<file path="src/rtl/uart_tx_arbiter.sv">
// uart_tx_arbiter: round-robin, packet-locked sharing of one uart_tx; define UART_ARB_TIMEOUT_EN to revoke silent owners
module uart_tx_arbiter #(
  parameter int N_REQ       = 4,
  parameter int TIMEOUT_CYC = 1_000_000
) (
  input  logic               clk,
  input  logic               rst,
  input  logic [N_REQ-1:0]   req,
  input  logic [N_REQ-1:0]   byte_valid,
  input  logic [8*N_REQ-1:0] byte_data,
  output logic [N_REQ-1:0]   byte_ready,
  output logic [N_REQ-1:0]   gnt,
  output logic [7:0]         tx_data,
  output logic               tx_start,
  input  logic               tx_busy,
  output logic               arb_busy,
  output logic               timeout_err
);
  localparam int IW = $clog2(N_REQ);
  localparam logic [1:0] IDLE = 2'd0, GRANT = 2'd1, WAIT_ACK = 2'd2, WAIT_DONE = 2'd3;
  logic [1:0]    state;
  logic [1:0]    ack_cnt;
  logic [IW-1:0] own, rr_ptr, pick, idx, nxt;
  logic [7:0]    own_byte;
  logic          found, own_req, hs, rel, to_hit;
  always_comb begin
    found = 1'b0;
    pick = '0;
    idx = '0;
    for (int i = N_REQ-1; i >= 0; i--) begin
      idx = IW'((int'(rr_ptr) + i) % N_REQ);
      if (req[idx]) begin
        found = 1'b1;
        pick = idx;
      end
    end
  end
  always_comb begin
    own_byte = '0;
    for (int i = 0; i < N_REQ; i++)
      if (gnt[i]) own_byte = byte_data[8*i +: 8];
  end
  assign own_req    = |(gnt & req);
  assign byte_ready = (state == GRANT && !tx_busy) ? gnt & byte_valid : '0;
  assign hs         = |byte_ready;
  assign nxt        = (own == IW'(N_REQ-1)) ? '0 : own + IW'(1);
  assign arb_busy   = state != IDLE;
`ifdef UART_ARB_TIMEOUT_EN
  localparam int TW = $clog2(TIMEOUT_CYC+1);
  logic [TW-1:0] to_cnt;
  assign to_hit = state == GRANT && !(|(gnt & byte_valid)) && to_cnt == TW'(TIMEOUT_CYC-1);
  always_ff @(posedge clk)
    if (rst || hs || state != GRANT) to_cnt <= '0;
    else if (!(|(gnt & byte_valid))) to_cnt <= to_cnt + TW'(1);
`else
  assign to_hit = 1'b0;
`endif
  assign rel = (state == GRANT && !hs && (!own_req || to_hit)) ||
               (state == WAIT_DONE && !tx_busy && !own_req);
  always_ff @(posedge clk) begin
    tx_start <= 1'b0;
    timeout_err <= 1'b0;
    if (rst) begin
      state <= IDLE;
      gnt <= '0;
      own <= '0;
      rr_ptr <= '0;
      tx_data <= '0;
      ack_cnt <= '0;
    end else if (rel) begin
      state <= IDLE;
      gnt <= '0;
      rr_ptr <= nxt;
      timeout_err <= to_hit && own_req;
    end else if (state == IDLE && found) begin
      state <= GRANT;
      gnt <= N_REQ'(1) << pick;
      own <= pick;
    end else if (hs) begin
      tx_data <= own_byte;
      tx_start <= 1'b1;
      state <= WAIT_ACK;
      ack_cnt <= '0;
    end else if (state == WAIT_ACK && (tx_busy || ack_cnt == 2'd3)) begin
      state <= WAIT_DONE;
    end else if (state == WAIT_ACK) begin
      ack_cnt <= ack_cnt + 2'd1;
    end else if (state == WAIT_DONE && !tx_busy) begin
      state <= GRANT;
    end
  end
endmodule

</file>
<file path="config.mk">
export PLATFORM = sky130hd
export DESIGN_NAME = uart_tx_arbiter
export DESIGN_NICKNAME = d
export VERILOG_FILES = /design/src/rtl/uart_tx_arbiter.sv
export SDC_FILE = /design/constraint.sdc
export NUM_CORES = 1
export LEC_CHECK = 0
export ABC_CLOCK_PERIOD_IN_PS = 1970
export BUFFER_PORTS_ARGS = -buffer_cell sky130_fd_sc_hd__buf_4
export CORE_MARGIN = 2
export CORE_UTILIZATION = 35
export CTS_CLUSTER_DIAMETER = 80
export DETAILED_ROUTE_END_ITERATION = 10
export PLACE_DENSITY = 0.72
export SKIP_LAST_GASP = 1
export SYNTH_ARGS = -nofsm -noshare
export SYNTH_HDL_FRONTEND = slang
export SYNTH_SLANG_ARGS = --single-unit
</file>
<file path="constraint.sdc">
create_clock -name clk -period 1.97 [get_ports clk]
set_clock_uncertainty 0.2 [all_clocks]
set_input_delay 0.197 -clock clk [delete_from_list [all_inputs] [get_ports clk]]
set_output_delay 0.197 -clock clk [all_outputs]
set_load 0.03 [all_outputs]
</file>
==> results.cfg <==
[status]
outcome = complete, no violations

[final_layout]
fillCellCount = 341
mostFrequentLayoutCell = buf_4
area_growth_pct = 48.4
fin_nets = 268
n_antenna_cell = 0
layout-drive-gt1-share_pct = 39.2
finish.utilization_pct = 54.4
final_cell_mix = buf_4, dfxtp_1, nor3_1

[yosys]
synthTopCellsByArea = dfxtp_1, nor3_1, a221oi_1, a211oi_1, nor2_1
async_flop_share_pct = 0
synth-seq-cells = 21
ys_dominant_reg_cell = dfxtp_1
synthCells = 156
synth_area_per_cell_um2 = 7.90
ys_warn_count = 0
synth-edff-count = 0
syn_nets = 201
synth_top_area_share_pct = 34.1
yosys.area.top_type = dfxtp_1
syn_area_mm2 = 0.00123
synth.distinct_cells = 37
seq_area_frac_synth_pct = 34.1

[clocking]
cts_buffers = 3
cts_root_buffer = clkbuf_4
clk_pin_slew_ps = 120
cts.sinks = 21
cts-htree-levels = 1
cts_tree = built
ctsLongestPathBuffers = 2
clk_latency_ps = 310

[sta]
fin_ws_ps = 62.4
fin_crit_sh_pct = 96.8
slew_violations = 0
setup_viol = 0
rsz0062_at_grt = false
whs_ps = 7.73
finalHoldViolCount = 0
setup_tns_ps = 0
max_freq_mhz = 524
fin_crit_ps = 1910

[placed_design]
post-place-ws_ps = 89.1
io_buffers = 60
hpwlAfterDp_mm = 2.59
place_congestion = 0.800

[global_route]
first_global_vias = 1195
antenna_found_initial = 0
gr-total-overflow = 0
grt_pass1_wl_mm = 5.56
grt_usage_pct = 17.4
grt_max_degree = 18

[setup_path]
cp.depth = 4
crit_chain = or3b_4, buf_4, nor2_1, buf_4
max_stage_delay_ps = 380
crit_type = register to primary output
r2r_slack_ps = 80
critPathArrivalTime_ps = 1510
path_delay_family = simple AND/OR/NAND/NOR gates
cp_max_fo = 5
reg2reg_depth = 6
worstPathRequired_ps = 1570
worst-path-buf-inv = 2
endpoint_kind = primary output
worstSetupStartpointType = register
path_common_cell = buf_4
critPathSlowestCell = or3b_4
r2r-end = state[0]$_SDFFE_PP0P_
reg2reg_from = state[1]$_SDFFE_PP0P_

[power]
clkPwrFrac_pct = 19.1
p_int_w = 0.000745
irDropWorstVdd_mv = 0.287
power.total_w = 0.00114
power_frac_comb_pct = 38.6
switching_power_w = 0.000397
switching_share_pct = 34.8
p_leak_nw = 0.760
seqPwrFrac_pct = 42.3
p_per_area_mw_per_mm2 = 624

[min_path]
min_path_cells = 3
min_to = tx_data[5]$_SDFFE_PP0P_
min-delay-path-class = input pin to register
min_from = byte_data[29]

[routing]
vias = 1355
routedWlPerCell_um = 13.0
antenna_left = 0
firstDrtPassIters = 4
drt_iter0_drc = 76
drc = 0
viasPerCell = 5.06
drt_wl_total_mm = 3.48

[floorplanning]
initial_utilization_pct = 36.6
coreArea_mm2 = 0.00336
die_h_um = 63.3
design.die.area_mm2 = 0.00401
rows = 21
fp.dieW_um = 63.3
ios = 62

[job]
drv_cap = 0
power groups by stage:
stage	clock [W]	sequential (W)	combinational, W
5_1_grt	0.000247	0.000489	0.000481
3_5_place_dp	0	0.000495	0.000422
4_1_cts	0.000228	0.000487	0.000429
6_report	0.000218	0.000484	0.000441
3_3_place_gp	0	0.000494	0.000420
2_1_floorplan	0	0.000519	0.000228
worst max path at each step:
stage | from | to
6_report | state[1]$_SDFFE_PP0P_ | byte_ready[2]
5_1_grt | state[1]$_SDFFE_PP0P_ | byte_ready[2]
4_1_cts | state[1]$_SDFFE_PP0P_ | byte_ready[2]
3_5_place_dp | state[0]$_SDFFE_PP0P_ | tx_data[4]$_SDFFE_PP0P_
3_3_place_gp | state[0]$_SDFFE_PP0P_ | tx_data[4]$_SDFFE_PP0P_
2_1_floorplan | gnt[3]$_SDFFE_PP0P_ | tx_data[3]$_SDFFE_PP0P_
synthesized netlist by cell type, types with 2 or more instances:
cell and instances:
mux2i_1 3, a21oi_2 5, nor3_1 18, a21oi_1 7, a221oi_1 8, nor2b_1 9
nand3b_1 2, nor2_1 17, dfxtp_1 21, o21ai_0 5, a211oi_1 9, a22oi_1 2
nand2_1 15, clkbuf_1 7, buf_1 2, inv_1 3, buf_4 2, ha_1 2
timing repair:
item                                    CTS  global route
hold endpoints to repair                 14             0
resized for setup                         2             3
pin swaps                                 0             1
buffers inserted                          0             3
endpoints found under the setup margin    4             4
hold buffers                              2             0
worst register-to-register path: cells and delay by family (launching register included):
| family | cells | cell delay (ps) |
|---|---|---|
| compound gates | 2 | 350 |
| buf+inv | 1 | 150 |
| flops | 1 | 370 |
| simple gates | 3 | 770 |
flip-flops by register name, summed over array words and instances, names as in the netlist:
name and count:
state 2, gnt 4, ack_cnt 2, rr_ptr 2, tx_data 8, own 2
tx_start 1
area by class of cell:
class / instances / area (um^2) / share of cell area (%)
well taps: 46 / 57.6 / 3.15
clock buffers: 4 / 26.3 / 1.44
inverters: 3 / 11.3 / 0.616
multi-input cells: 119 / 738 / 40.4
flip-flops and latches: 21 / 428 / 23.4
repair buffers: 75 / 568 / 31.1
metal layers:
layer / vias up / track usage [%] / wire length [um]
met2: 40 / 27.9 / 1650
met5: - / 0 / 0
met4: 0 / 7.34 / 53
li1: 696 / - / -
met1: 614 / 22.8 / 1550
met3: 5 / 3.04 / 221
per-stage QoR:
stage	area, um^2	std cells
detailed placement	1750	259
global placement	1750	259
global route	1830	268
finish	1830	268
CTS	1800	265
floorplan	1230	156
kinds of logic (layout without fill, tap and decap cells):
| family | count (synthesis) | count (layout) | share of synthesized area, % |
|---|---|---|---|
| buf+inv | 16 | 82 | 6.19 |
| mux | 3 | 3 | 2.44 |
| other cells | 1 | 1 | 0.304 |
| simple gates | 72 | 72 | 28.9 |
| flops | 21 | 21 | 34.1 |
| compound gates | 41 | 41 | 26.0 |
| fa+ha+maj | 2 | 2 | 2.03 |
Note: power is estimated with default switching activity, not from simulation.
